## config.mk

```make
export PLATFORM = sky130hd
export DESIGN_NAME = bullet_unit_flat
export DESIGN_NICKNAME = d
export VERILOG_FILES = /design/src/rtl/bullet_unit_if.sv /design/src/rtl/bullet_unit.sv /design/src/flat_wrapper.sv
export SDC_FILE = /design/constraint.sdc
export NUM_CORES = 1
export LEC_CHECK = 0
export BUFFER_PORTS_ARGS = -buffer_cell sky130_fd_sc_hd__buf_2
export CORE_MARGIN = 2
export CORE_UTILIZATION = 41
export CTS_CLUSTER_DIAMETER = 100
export CTS_CLUSTER_SIZE = 20
export DETAILED_ROUTE_END_ITERATION = 10
export GPL_TIMING_DRIVEN = 0
export PLACE_DENSITY = 0.65
export SYNTH_ARGS = -nofsm -noshare
export SYNTH_HDL_FRONTEND = slang
export SYNTH_SLANG_ARGS = --single-unit
```

## constraint.sdc

```tcl
create_clock -name clk -period 9.3 [get_ports clk]
set_input_delay 1.395 -clock clk [delete_from_list [all_inputs] [get_ports clk]]
set_output_delay 1.395 -clock clk [all_outputs]
set_load 0.005 [all_outputs]
```

## src/rtl/bullet_unit_if.sv

```systemverilog
// Port bundle between one tank's control and its bullet engine.
// The master drives fire/hit/tank pose; the bullet_unit (slave) returns the bullet state.
interface bullet_unit_if;
    logic       fire;
    logic       hit;
    logic [7:0] tank_x;
    logic [6:0] tank_y;
    logic [1:0] tank_d;
    logic [7:0] bx;
    logic [6:0] by;
    logic [1:0] bdir;
    logic       active;
    logic       ready;
    logic       step;

    modport master (
        output fire, hit, tank_x, tank_y, tank_d,
        input  bx, by, bdir, active, ready, step
    );

    modport slave (
        input  fire, hit, tank_x, tank_y, tank_d,
        output bx, by, bdir, active, ready, step
    );
endinterface

```

## src/rtl/bullet_unit.sv

```systemverilog
// Per-tank projectile engine: launches on a fire edge, moves one pixel per tick,
// retires on arena exit or hit, then enforces a cooldown before the next shot.
//
// state      | meaning
// -----------+---------------------------------------------------------
// S_IDLE     | no bullet, ready=1, waiting for a fire edge
// S_FLIGHT   | bullet moving, active=1
// S_COOLDOWN | bullet retired, counting COOLDOWN_TICKS ticks
module bullet_unit #(
    parameter int TICK_DIV       = 833333,
    parameter int COOLDOWN_TICKS = 30,
    parameter int X_MIN          = 21,
    parameter int X_MAX          = 137,
    parameter int Y_MIN          = 1,
    parameter int Y_MAX          = 117
) (
    input  logic         clk,
    input  logic         resetn,
    bullet_unit_if.slave bus
);
    localparam int TW      = (TICK_DIV > 1) ? $clog2(TICK_DIV) : 1;
    localparam int CDW     = (COOLDOWN_TICKS > 1) ? $clog2(COOLDOWN_TICKS) : 1;
    localparam int CD_LAST = (COOLDOWN_TICKS > 0) ? COOLDOWN_TICKS - 1 : 0;
    localparam int CW      = 10;

    localparam logic signed [CW-1:0] X_LO = CW'(X_MIN);
    localparam logic signed [CW-1:0] X_HI = CW'(X_MAX);
    localparam logic signed [CW-1:0] Y_LO = CW'(Y_MIN);
    localparam logic signed [CW-1:0] Y_HI = CW'(Y_MAX);

    typedef enum logic [1:0] {
        S_IDLE     = 2'd0,
        S_FLIGHT   = 2'd1,
        S_COOLDOWN = 2'd2
    } state_t;

    state_t          state;
    logic [7:0]      bx_q;
    logic [6:0]      by_q;
    logic [1:0]      bdir_q;
    logic            active_q;
    logic            ready_q;
    logic            step_q;
    logic [TW-1:0]   tick_cnt;
    logic [CDW-1:0]  cool_cnt;
    logic            fire_q;
    logic            armed;

    logic                 tick;
    logic                 fire_edge;
    logic                 cool_done;
    logic signed [CW-1:0] spawn_x, spawn_y;
    logic signed [CW-1:0] next_x, next_y;
    logic                 spawn_ok, next_ok;

    // armed stays low for the first clock after reset so a held fire only loads history
    assign fire_edge = armed & ~fire_q & bus.fire;
    assign tick      = (tick_cnt == TW'(TICK_DIV - 1));
    assign cool_done = (COOLDOWN_TICKS == 0) || (tick && (cool_cnt == CDW'(CD_LAST)));

    always_comb begin
        spawn_x = $signed({2'b00, bus.tank_x});
        spawn_y = $signed({3'b000, bus.tank_y});
        case (bus.tank_d)
            2'd0: begin spawn_x = spawn_x + 10'sd4; spawn_y = spawn_y - 10'sd1; end
            2'd1: begin spawn_x = spawn_x + 10'sd9; spawn_y = spawn_y + 10'sd4; end
            2'd2: begin spawn_x = spawn_x + 10'sd4; spawn_y = spawn_y + 10'sd9; end
            default: begin spawn_x = spawn_x - 10'sd1; spawn_y = spawn_y + 10'sd4; end
        endcase
    end

    always_comb begin
        next_x = $signed({2'b00, bx_q});
        next_y = $signed({3'b000, by_q});
        case (bdir_q)
            2'd0: next_y = next_y - 10'sd1;
            2'd1: next_x = next_x + 10'sd1;
            2'd2: next_y = next_y + 10'sd1;
            default: next_x = next_x - 10'sd1;
        endcase
    end

    assign spawn_ok = (spawn_x >= X_LO) && (spawn_x <= X_HI) &&
                      (spawn_y >= Y_LO) && (spawn_y <= Y_HI);
    assign next_ok  = (next_x >= X_LO) && (next_x <= X_HI) &&
                      (next_y >= Y_LO) && (next_y <= Y_HI);

    always_ff @(posedge clk or negedge resetn) begin
        if (!resetn) begin
            state    <= S_IDLE;
            bx_q     <= '0;
            by_q     <= '0;
            bdir_q   <= '0;
            active_q <= 1'b0;
            ready_q  <= 1'b1;
            step_q   <= 1'b0;
            tick_cnt <= '0;
            cool_cnt <= '0;
            fire_q   <= 1'b0;
            armed    <= 1'b0;
        end else begin
            armed  <= 1'b1;
            fire_q <= bus.fire;
            step_q <= 1'b0;
            case (state)
                S_IDLE: begin
                    if (fire_edge && spawn_ok) begin
                        bx_q     <= spawn_x[7:0];
                        by_q     <= spawn_y[6:0];
                        bdir_q   <= bus.tank_d;
                        tick_cnt <= '0;
                        active_q <= 1'b1;
                        ready_q  <= 1'b0;
                        state    <= S_FLIGHT;
                    end
                end
                S_FLIGHT: begin
                    tick_cnt <= tick ? '0 : tick_cnt + 1'b1;
                    // hit wins over a coincident tick; the cooldown timer restarts from zero
                    if (bus.hit || (tick && !next_ok)) begin
                        active_q <= 1'b0;
                        step_q   <= 1'b1;
                        tick_cnt <= '0;
                        cool_cnt <= '0;
                        state    <= S_COOLDOWN;
                    end else if (tick) begin
                        bx_q   <= next_x[7:0];
                        by_q   <= next_y[6:0];
                        step_q <= 1'b1;
                    end
                end
                S_COOLDOWN: begin
                    tick_cnt <= tick ? '0 : tick_cnt + 1'b1;
                    if (tick) cool_cnt <= cool_cnt + 1'b1;
                    if (cool_done) begin
                        tick_cnt <= '0;
                        ready_q  <= 1'b1;
                        state    <= S_IDLE;
                    end
                end
                default: begin
                    active_q <= 1'b0;
                    ready_q  <= 1'b1;
                    state    <= S_IDLE;
                end
            endcase
        end
    end

    assign bus.bx     = bx_q;
    assign bus.by     = by_q;
    assign bus.bdir   = bdir_q;
    assign bus.active = active_q;
    assign bus.ready  = ready_q;
    assign bus.step   = step_q;
endmodule
```

## src/flat_wrapper.sv

```systemverilog
// flat-port wrapper written by rule: the top's interface ports become plain ports
module bullet_unit_flat 
#(
    parameter int TICK_DIV       = 833333,
    parameter int COOLDOWN_TICKS = 30,
    parameter int X_MIN          = 21,
    parameter int X_MAX          = 137,
    parameter int Y_MIN          = 1,
    parameter int Y_MAX          = 117
)
  (clk, resetn, bus_fire, bus_hit, bus_tank_x, bus_tank_y, bus_tank_d, bus_bx, bus_by, bus_bdir, bus_active, bus_ready, bus_step);
  bullet_unit_if bus_i ();
  input  logic clk;
  input  logic resetn;
  input wire logic [$bits(bus_i.fire)-1:0] bus_fire;
  input wire logic [$bits(bus_i.hit)-1:0] bus_hit;
  input wire logic [$bits(bus_i.tank_x)-1:0] bus_tank_x;
  input wire logic [$bits(bus_i.tank_y)-1:0] bus_tank_y;
  input wire logic [$bits(bus_i.tank_d)-1:0] bus_tank_d;
  output wire logic [$bits(bus_i.bx)-1:0] bus_bx;
  output wire logic [$bits(bus_i.by)-1:0] bus_by;
  output wire logic [$bits(bus_i.bdir)-1:0] bus_bdir;
  output wire logic [$bits(bus_i.active)-1:0] bus_active;
  output wire logic [$bits(bus_i.ready)-1:0] bus_ready;
  output wire logic [$bits(bus_i.step)-1:0] bus_step;
  assign bus_i.fire = bus_fire;
  assign bus_i.hit = bus_hit;
  assign bus_i.tank_x = bus_tank_x;
  assign bus_i.tank_y = bus_tank_y;
  assign bus_i.tank_d = bus_tank_d;
  assign bus_bx = bus_i.bx;
  assign bus_by = bus_i.by;
  assign bus_bdir = bus_i.bdir;
  assign bus_active = bus_i.active;
  assign bus_ready = bus_i.ready;
  assign bus_step = bus_i.step;
  bullet_unit #(.TICK_DIV(TICK_DIV), .COOLDOWN_TICKS(COOLDOWN_TICKS), .X_MIN(X_MIN), .X_MAX(X_MAX), .Y_MIN(Y_MIN), .Y_MAX(Y_MAX)) u_core (.clk(clk), .resetn(resetn), .bus(bus_i));
endmodule
```

# Yosys cells after proc, flatten, opt, wreduce, memory -nomap -nowiden
# Index checks and enable logic that the tools add are counted.
[word_totals]
ff_bits = 49
mem_count = 0
output_inout_bits = 20
wordCells = 109
mem_bits_rw = 0
latch_bits = 0
mem_bits_ro = 0
[op_classes]
reduce_logical = 26
n_shift = 0
mul = 0
n_lt_le_gt_ge = 8
bitwise_logic = 5
div = 0
n_mux = 33
addsub = 12
n_eq_ne = 14
[op_table]
columns = ["cell", "n"]
rows = [
  ["two-way mux 20 bit", 4],
  ["case mux 10 bit (2 select lines)", 4],
  ["case mux 20 bit (3 select lines)", 1],
  ["two-way mux 8 bit", 3],
  ["two-way mux 7 bit", 3],
  ["adder 20 x 1 -> 20 bit, second input constant", 1],
  ["== test 20 bit, second input constant", 1],
  [">= comparator 10 x 2 -> 1 bit, second input constant", 2],
  [">= comparator 10 x 6 -> 1 bit, second input constant", 2],
  ["<= comparator 10 x 8 -> 1 bit, second input constant", 2],
  ["<= comparator 10 x 9 -> 1 bit, second input constant", 2],
  ["subtractor 8 x 1 -> 9 bit, second input constant", 2],
  ["case mux 8 bit (2 select lines)", 1],
  ["subtractor 7 x 1 -> 8 bit, second input constant", 2],
  ["case mux 7 bit (2 select lines)", 1],
  ["AND reduction 3 bit", 4],
  ["two-way mux 5 bit", 2],
  ["inequality test 2 x 1 -> 1 bit, second input constant", 5],
  ["case mux 5 bit (2 select lines)", 1],
  ["adder 8 x 1 -> 9 bit, second input constant", 1],
  ["adder 8 x 3 -> 9 bit, second input constant", 1],
  ["adder 8 x 4 -> 9 bit, second input constant", 1],
  ["logical AND 1 bit", 9],
  ["adder 7 x 1 -> 8 bit, second input constant", 1],
  ["other kinds (21)", 42],
]

# Depth between registers and ports, before layout
# Gate-level depths: netlist (run 1).
[depth]
ltp_word = 12
mapped_depth = 13

# Worst setup path before layout (run 1)
# No wires, ideal clock.
[synth_path]
kind = "input to register"
from = "in bus_tank_x[2]"
to = "reg u_core.tick_cnt[17]"
slack_ns = 5.289
arrival_time_ns = 3.890
path_buffers = 2
required_time_ns = 9.179
setup_time_ns = 0.121
cell_stages = 11
path_cell_list = "buf_6 > or4_4 > nor3_2 > a311oi_1 > or4_4 > nor4_4 > o211ai_4 > mux2_4 > buf_6 > a21o_1 > a22o_1"
[synth_between]
elab_chain_cells = 9
word_cells_on_any_way = 12
cone_classes = "3 x add/sub; 2 x order compare; 1 x eq/ne; 1 x mux; 5 x reduce/logical"
[synth_lines]
columns = ["element", "line_no", "rtl"]
rows = [
  ["start: declaration", "flat_wrapper.sv:17", "input wire logic [$bits(bus_i.tank_x)-1:0] bus_tank_x;"],
  ["subtractor 8 x 1 -> 9 bit (tied with other cells)", "bullet_unit.sv:68", "default: begin spawn_x = spawn_x - 10'sd1; spawn_y = spawn_y + 10'sd4; end"],
  ["case mux 10 bit (2 select lines) (*)", "bullet_unit.sv:64", "case (bus.tank_d)"],
  [">= comparator 10 x 6 -> 1 bit / <= comparator 10 x 9 -> 1 bit (equally long branches)", "bullet_unit.sv:83", "assign spawn_ok = (spawn_x >= X_LO) && (spawn_x <= X_HI) &&"],
  ["logical AND 1 bit (*) (2 in series)", "bullet_unit.sv:83", ""],
  ["logical AND 1 bit (*)", "bullet_unit.sv:84", "(spawn_y >= Y_LO) && (spawn_y <= Y_HI);"],
  ["logical AND 1 bit (*)", "bullet_unit.sv:107", "if (fire_edge && spawn_ok) begin"],
  ["inequality test 2 x 1 -> 1 bit (no line) (*)", "-", ""],
  ["AND reduction 2 bit (no line) (*)", "-", ""],
  ["end signal: assignment", "bullet_unit.sv:118", "tick_cnt <= tick ? '0 : tick_cnt + 1'b1;"],
  ["end signal: assignment", "bullet_unit.sv:133", "tick_cnt <= tick ? '0 : tick_cnt + 1'b1;"],
  ["end: declaration", "bullet_unit.sv:44", "logic [TW-1:0] tick_cnt;"],
]
# Mark *: on every way between the ends. The rest lies on a longest branch, timed or not.
# A chain may end at the register's enable or synchronous reset.

# Final worst setup path (run 1)
[layout_path]
from = "in bus_tank_d[1]"
to = "reg u_core.by_q[4], in the netlist u_core.bus.by[4]"
[layout_between]
elab_chain_cells = 10
word_cells_on_any_way = 18
cone_classes = "4 x order compare; 3 x eq/ne; 4 x mux; 7 x reduce/logical"
[layout_lines]
columns = ["element", "line_no", "rtl"]
rows = [
  ["start: declaration", "flat_wrapper.sv:19", "input wire logic [$bits(bus_i.tank_d)-1:0] bus_tank_d;"],
  ["== test 2 bit / logical NOT 2 bit (equally long branches)", "bullet_unit.sv:64", ""],
  ["OR reduction 2 bit (no line)", "-", ""],
  ["case mux 10 bit (2 select lines)", "bullet_unit.sv:64", ""],
  [">= comparator 10 x 6 -> 1 bit / <= comparator 10 x 9 -> 1 bit (equally long branches)", "bullet_unit.sv:83", ""],
  ["logical AND 1 bit (2 in series)", "bullet_unit.sv:83", ""],
  ["logical AND 1 bit", "bullet_unit.sv:84", ""],
  ["logical AND 1 bit", "bullet_unit.sv:107", ""],
  ["inequality test 2 x 1 -> 1 bit (no line)", "-", ""],
  ["AND reduction 4 bit (no line)", "-", ""],
  ["end signal: assignment", "bullet_unit.sv:109", "by_q <= spawn_y[6:0];"],
  ["end signal: assignment", "bullet_unit.sv:128", "by_q <= next_y[6:0];"],
  ["end: declaration", "bullet_unit.sv:39", "logic [6:0] by_q;"],
]
# Several ways; a longest one is shown, not always the timed one. The select of a mux whose other input is x is not followed.

==> flow_summary.json, run 1 <==
{
  "clock_latency_ns": 0.32,
  "seqPwrFrac_pct": 47.8,
  "worstPathCellList": "buf_2 > buf_2 > buf_4 > nor2_1 > a2111oi_0 > o221ai_1 > and3b_1 > a31oi_1 > o211ai_4 > a22oi_4 > buf_4 > o21ai_1 > a22o_1",
  "maxCapViolCount": 0,
  "p_int_uw": 330,
  "cp-start-kind": "input port",
  "irDropWorstVdd_mv": 0.0440,
  "first_pass_iters": 8,
  "final_cell_area_um2": 4800,
  "worstSetupEndpointType": "register",
  "die_y_um": 107,
  "netlist_area_um2": 4320,
  "synth-adder-area-share_pct": 6.09,
  "max_freq_ghz": 0.236,
  "synth_compound_area_share_pct": 26.1,
  "power_frac_comb_pct": 16.2,
  "required_ns": 9.51,
  "clkPwrFrac_pct": 36.1,
  "ys_types": 77,
  "grt_usage_pct": 19.7,
  "numCtsBuffers": 5,
  "cp_slowest_stage_delay_ns": 0.41,
  "viasPerCell": 5.83,
  "synth_most_common_cell": "dfrtp_1",
  "synthMuxAreaShare_pct": 4.52,
  "postCtsResizedCells": 0,
  "cts-root-buf": "clkbuf_8",
  "synthTopCellsByCount": "dfrtp_1, nand2_1, nor2_1, o21ai_0, a21oi_1",
  "die-width_um": 107,
  "grt_pass1_vias": 3763,
  "synth-simple-area-share_pct": 24.8,
  "antenna_cells": 0,
  "ys.flop_type": "dfrtp_1",
  "drc": 0,
  "p_leak_uw": 0.00202,
  "layout.nets": 617,
  "drive_gt1_share_pct": 14.6,
  "cts_sinks": 49,
  "worstPathArrival_ns": 4.45,
  "synth_area_leader_cell": "dfrtp_1",
  "core_area_um2": 10300,
  "critPathSlowestCell": "a2111oi_0",
  "synth-edff-count": 0,
  "yosysSeqAreaShare_pct": 28.4,
  "synthTopCellsByArea": "dfrtp_1, ha_1, o21ai_0, a21oi_1, nand2_1",
  "synth_warnings": 0,
  "cellPowerDensity_nw_per_um2": 95.1,
  "dieArea_um2": 11400,
  "cts_tree": "done",
  "critPathTopFamily": "compound AO/OA/AOI/OAI gates",
  "async_reset_ff_share_pct": 100,
  "areaGrowthSynthToFinish_pct": 11.1,
  "grt_pass1_wl_um": 18400,
  "syn_area_per_cell_um2": 8.14,
  "crit_fanout": 10,
  "drtIter0Drc": 387,
  "finalClockSkew_ns": 0.00521,
  "vias": 4148,
  "hold_buffers": 0,
  "hold_viol_final": 0,
  "grt_start_max_net_pins": 50,
  "post-route-min-period_ns": 4.24,
  "netlist_instances": 530,
  "synth.net_count": 572,
  "placed_cell_area_um2": 4680,
  "finalWirelength_um": 11200,
  "outcome": "finished, final reports clean",
  "port-buffer-count": 38,
  "fp-row-count": 37,
  "fin_crit_sh_pct": 45.5,
  "hpwl_um": 8360,
  "tightest_slew_ns": 1.11,
  "tns_ns": 0,
  "worstSetupPathType": "input port to register",
  "synth_xor_area_share_pct": 3.65,
  "critPathBufInv": 4,
  "yosysTopAreaCellShare_pct": 27.8,
  "post_cts_buffers": 0,
  "clkTransAtPathRegs_ns": 0.09,
  "antenna_left": 0,
  "clock_path_buffers": 2,
  "overflow": 0,
  "rsz0062_at_grt": "false",
  "post_drt_wl_per_cell_um": 15.7,
  "htree_levels": 2,
  "min_path_type": "register to register",
  "synth_top_family_by_area": "compound AO/OA/AOI/OAI gates",
  "setup_viol": 0,
  "p_sw_uw": 125,
  "slew_viol_final": 0,
  "instances_no_fill": 712,
  "dp.cells": 704,
  "synth_seq_cells": 49,
  "ios": 41,
  "maxSlewHeadroom_pct": 26.1,
  "antenna_found_initial": 0,
  "place_congestion": 0.875,
  "swShare_pct": 27.5,
  "initial_core_util_pct": 42.0
}
[cells by family (layout without fill, tap and decap cells)]
group,Yosys count,in the layout
compound gates,165,165
xor+xnor,18,18
fa+ha+maj,21,21
buf+inv,62,108
flops,49,49
mux,18,18
other cells,1,1
simple gates,196,196
[layer usage]
layer | GRT usage (%) | wire (um)
met1 | 26.9 | 5230
met2 | 32.2 | 5180
met3 | 3.16 | 631
met4 | 5.57 | 172
met5 | 0 | 0
[through the flow]
step	power, uW	utilization, %	worst slack (ns)	hold slack, ns
floorplan	268	-	5.29	0.451
global placement	293	45.5	4.80	0.471
detailed placement	295	45.5	4.80	0.480
CTS	461	46.7	5.11	0.494
global route	476	46.7	4.94	0.518
finish	456	46.7	5.06	0.492
[layout make-up]
cell class | count | area (um2)
multi-input cells | 419 | 2820
fillers | 1023 | 5480
flip-flops and latches | 49 | 1230
well taps | 136 | 170
inverters | 33 | 124
clock inverters | 2 | 37.5
plain buffers | 29 | 148
clock buffers | 6 | 82.6
repair buffers | 38 | 190
[final timing paths]
| check | startpoint | end | slack (ns) | cells past startpoint |
|---|---|---|---|---|
| max reg2reg | u_core.bus.by[0]$_DFFE_PN0P_ | u_core.bus.by[4]$_DFFE_PN0P_ | 5.89 | 12 |
| min in group asynchronous | resetn | u_core.cool_cnt[0]$_DFFE_PN0P_ | 1.29 | 1 |
| min reg2reg | u_core.bus.ready$_DFFE_PN1P_ | u_core.bus.ready$_DFFE_PN1P_ | 0.49 | 2 |
| min | u_core.bus.ready$_DFFE_PN1P_ | u_core.bus.ready$_DFFE_PN1P_ | 0.49 | 2 |
| max in group asynchronous | resetn | u_core.bus.step$_DFF_PN0_ | 7.33 | 1 |
| max | bus_tank_d[1] | u_core.bus.by[4]$_DFFE_PN0P_ | 5.06 | 13 |
[worst min-delay path: stages, from the launching register on]
cell	delay (ns)
dfstp_2	0.38
o31ai_1	0.05
o31ai_1	0.07
[power groups by stage]
| stage | sequential, uW | clock [uW] | combinational (uW) |
|---|---|---|---|
| final | 218 | 164 | 73.7 |
| after global routing | 218 | 175 | 81.9 |
| after CTS | 218 | 170 | 73.8 |
| after detailed placement | 222 | 0 | 73.4 |
| after global placement | 222 | 0 | 71.7 |
| after floorplan | 221 | 0 | 46.9 |
[state kept, by name, summed over array words and instances (netlist names)]
register           cells
u_core.armed           1
u_core.bus.active      1
u_core.bus.bdir        2
u_core.bus.bx          8
u_core.bus.by          7
u_core.bus.ready       1
u_core.bus.step        1
u_core.cool_cnt        5
u_core.fire_q          1
u_core.state           2
u_core.tick_cnt       20
[cells in the final DEF, fill, tap and decap left out, types with 9 or more instances in the layout]
cell | synthesis | layout
ha_1 | 21 | 21
mux2i_1 | 9 | 9
nand2_1 | 40 | 40
nand4_1 | 12 | 12
a21oi_1 | 35 | 35
nand2b_1 | 11 | 11
xnor2_1 | 10 | 10
inv_1 | 33 | 33
a211oi_1 | 9 | 9
nor2_1 | 40 | 40
o21ai_0 | 40 | 40
dfrtp_1 | 48 | 48
and3_1 | 10 | 10
nand3_1 | 17 | 17
clkbuf_1 | 14 | 14
buf_2 | 7 | 45
nor3_1 | 17 | 17
or4_1 | 9 | 9
Note: power is estimated with default switching activity, not from simulation.
==> run 2, diff against run 1 <==
--- a/config.mk
+++ b/config.mk
@@ -5,6 +5,7 @@
 export SDC_FILE = /design/constraint.sdc
 export NUM_CORES = 1
 export LEC_CHECK = 0
+export ABC_AREA = 1
 export BUFFER_PORTS_ARGS = -buffer_cell sky130_fd_sc_hd__buf_2
 export CORE_MARGIN = 2
 export CORE_UTILIZATION = 41
@@ -12,7 +13,7 @@
 export CTS_CLUSTER_SIZE = 20
 export DETAILED_ROUTE_END_ITERATION = 10
 export GPL_TIMING_DRIVEN = 0
-export PLACE_DENSITY = 0.65
+export PLACE_DENSITY = 0.64
 export SYNTH_ARGS = -nofsm -noshare
 export SYNTH_HDL_FRONTEND = slang
 export SYNTH_SLANG_ARGS = --single-unit
==> constraint.sdc (replaced) <==
create_clock -name clk -period 3.9 [get_ports clk]
set_input_delay 0.585 -clock clk [delete_from_list [all_inputs] [get_ports clk]]
set_output_delay 0.585 -clock clk [all_outputs]
set_load 0.005 [all_outputs]
==> run 2 against run 1 <==
Combinational power rose to 24 times the previous value. Total power rose to 6.6 times the previous value. Sequential share of layout area down 2.1 points. Clock skew up 0.0031 ns. Synthesized area up 8.9%. Largest power group is now combinational cells. Count of clock-buffer cells in the layout down 1. Flip-flop and latch count unchanged. First-iteration DRC count down 4.9%.
==> flow_summary.json, run 2 <==
{
  "holdPathEnd": "u_core.fire_q$_DFF_PN0_",
  "swShare_pct": 50.9,
  "hold_buffers": 0,
  "drc": 0,
  "clock_path_buffers": 2,
  "synth_area_leader_cell": "dfrtp_1",
  "slew_viol_final": 0,
  "grt_start_max_net_pins": 50,
  "postCtsResizedCells": 0,
  "critPathTopFamily": "simple AND/OR/NAND/NOR gates",
  "place_congestion": 0.863,
  "worstSetupPathType": "input port to register",
  "grt_usage_pct": 19.3,
  "grt_pass1_wl_um": 20200,
  "clock_latency_ns": 0.30,
  "final_cell_mix": "nand2_1, nand3_1, inv_1, nor2_1",
  "p_leak_uw": 0.00290,
  "r2r-end": "u_core.bus.by[5]$_DFFE_PN0P_",
  "max_flop_register": "u_core.tick_cnt",
  "maxSlewHeadroom_pct": 24.2,
  "htree_levels": 2,
  "crit_fanout": 10,
  "outcome": "finished, final reports clean",
  "cts_tree": "done",
  "cp-start-kind": "input port",
  "finalWirelength_um": 11800,
  "hold_depth": 1,
  "clkPwrFrac_pct": 15.1,
  "async_reset_ff_share_pct": 100,
  "critPathMostFrequentCell": "nand2_1",
  "clkTransAtPathRegs_ns": 0.07,
  "regToRegSetupSlack_ns": 1.36,
  "die_y_um": 111,
  "synth_seq_cells": 49,
  "ios": 41,
  "cts_sinks": 49,
  "netlist_instances": 776,
  "drtIter0Drc": 368,
  "die-width_um": 111,
  "first_pass_iters": 5,
  "routed-wl-met2_um": 5250,
  "max_freq_ghz": 0.366,
  "setup_viol": 0,
  "synth_warnings": 0,
  "port-buffer-count": 39,
  "rsz0062_at_grt": "false",
  "drive_gt1_share_pct": 9.96,
  "fin_crit_sh_pct": 70.1,
  "yosysSeqAreaShare_pct": 26.1,
  "largest_reg_flops": 20,
  "m1WireLength_um": 6080,
  "syn_area_per_cell_um2": 6.06,
  "critPathSlowestCell": "nand2_1",
  "vias": 4837,
  "maxUsedRoutingLayer": "met4",
  "synthTopCellsByArea": "dfrtp_1, nand2_1, nand3_1, inv_1, ha_1",
  "tightest_slew_ns": 1.14,
  "cts-root-buf": "clkbuf_16",
  "seqPwrFrac_pct": 26.9,
  "finalClockSkew_ns": 0.00827,
  "netlist_area_um2": 4700,
  "critPathBufInv": 3,
  "min_path_type": "input port to register",
  "p_int_uw": 1470,
  "post-route-min-period_ns": 2.73,
  "ys.flop_type": "dfrtp_1",
  "wl_met3_um": 337,
  "core_area_um2": 11300,
  "yosysTopAreaCellShare_pct": 25.6,
  "instances_no_fill": 966,
  "dieArea_um2": 12300,
  "overflow": 0,
  "tns_ns": 0,
  "maxCapViolCount": 0,
  "numCtsBuffers": 5,
  "post_drt_wl_per_cell_um": 12.2,
  "antenna_left": 0,
  "synth-edff-count": 0,
  "dp.cells": 958,
  "required_ns": 4.09,
  "worstPathCellList": "buf_2 > inv_1 > ha_1 > nand2_1 > nand2_1 > nand2_1 > o21ai_0 > nor2_1 > nor2_1 > nor2_1 > nand2_1 > nor2_1 > nor2_2 > nand3_2 > nand2_1 > o21ai_1 > buf_4 > nand2_1 > nand2_1",
  "hpwl_um": 9080,
  "irDropWorstVdd_mv": 0.281,
  "ff2ff_path_depth": 19,
  "synthTopCellsByCount": "nand2_1, nand3_1, inv_1",
  "synth.net_count": 818,
  "layout.nets": 864,
  "antenna_cells": 0,
  "power_frac_comb_pct": 58.0,
  "viasPerCell": 5.01,
  "reg2reg_from": "u_core.bus.by[0]$_DFFE_PN0P_",
  "initial_core_util_pct": 41.5,
  "cellPowerDensity_nw_per_um2": 575,
  "synth_most_common_cell": "nand2_1",
  "fp-row-count": 39,
  "areaGrowthSynthToFinish_pct": 11.2,
  "worstPathArrival_ns": 2.92,
  "p_sw_uw": 1530,
  "min_from": "bus_fire",
  "worstSetupEndpointType": "register",
  "cp_slowest_stage_delay_ns": 0.24,
  "post_cts_buffers": 0,
  "grt_pass1_vias": 4257,
  "ys_types": 39,
  "layout_commonest_cell": "nand2_1",
  "hold_viol_final": 0,
  "antenna_found_initial": 0
}
-- run 2: cell types whose count changed in the layout (fill, tap and decap cells not counted), sizes merged, moves of 10 or more --
| cell | previous run | this run |
|---|---|---|
| a211oi | 10 | 0 |
| inv | 33 | 96 |
| nor2 | 40 | 65 |
| nand2b | 11 | 0 |
| nand3 | 17 | 123 |
| nand2 | 40 | 280 |
| or4 | 11 | 0 |
| nor3 | 18 | 6 |
| a21oi | 36 | 8 |
-- run 2: power groups by stage --
stage	clock network (uW)	logic, uW	registers (uW)
floorplan	0	1270	780
global placement	0	1730	816
detailed placement	0	1740	814
CTS	470	1750	806
global route	489	2010	833
finish	454	1740	808
-- run 2: cell type report --
type / instances / area, um2
clock buffer: 5 / 125
tap: 143 / 179
sequential: 49 / 1230
inverter: 95 / 357
timing repair buffer: 39 / 195
multi-input combinational: 612 / 3010
clock inverter: 3 / 25.0
buffer: 20 / 109
fill: 1253 / 6100
-- run 2: how the worst max path moves through the flow --
| stage | start | end | slack [ns] | cells after the start |
|---|---|---|---|---|
| after floorplan | bus_tank_x[3] | u_core.bus.bx[2]$_DFFE_PN0P_ | 1.49 | 18 |
| after global placement | bus_tank_x[3] | u_core.tick_cnt[8]$_DFFE_PN0P_ | 0.89 | 19 |
| after detailed placement | bus_tank_x[3] | u_core.tick_cnt[8]$_DFFE_PN0P_ | 0.89 | 19 |
| after CTS | bus_tank_x[3] | u_core.tick_cnt[8]$_DFFE_PN0P_ | 1.19 | 19 |
| after global routing | bus_tank_x[3] | u_core.tick_cnt[6]$_DFFE_PN0P_ | 0.96 | 19 |
| final | bus_tank_x[3] | u_core.tick_cnt[8]$_DFFE_PN0P_ | 1.17 | 19 |
-- run 2: kinds of logic after synthesis --
logic type | synth area share [%]
buffers and inverters | 9.90
XOR/XNOR | 4.10
adder cells (fa/ha/maj) | 5.59
AO/OA/AOI/OAI | 6.95
other | 0.0798
flip-flops | 26.1
AND/OR/NAND/NOR | 47.3
-- run 2: per-layer routing --
layer / track usage (%) / vias to the layer above
met5: 0 / -
met4: 3.46 / 0
met3: 2.08 / 7
met2: 30.9 / 68
met1: 28.6 / 2178
li1: - / 2584
-- run 2: metrics by stage --
stage / hold WS [ns] / cell area [um2] / total power (uW) / utilization (%) / setup WS (ns)
after floorplan: 0.289 / 4700 / 2050 / - / 1.49
after CTS: 0.406 / 5220 / 3020 / 46.1 / 1.19
final: 0.409 / 5220 / 3000 / 46.1 / 1.17
after detailed placement: 0.467 / 5070 / 2550 / 44.8 / 0.893
after global routing: 0.403 / 5220 / 3330 / 46.1 / 0.960
after global placement: 0.457 / 5070 / 2550 / 44.8 / 0.891
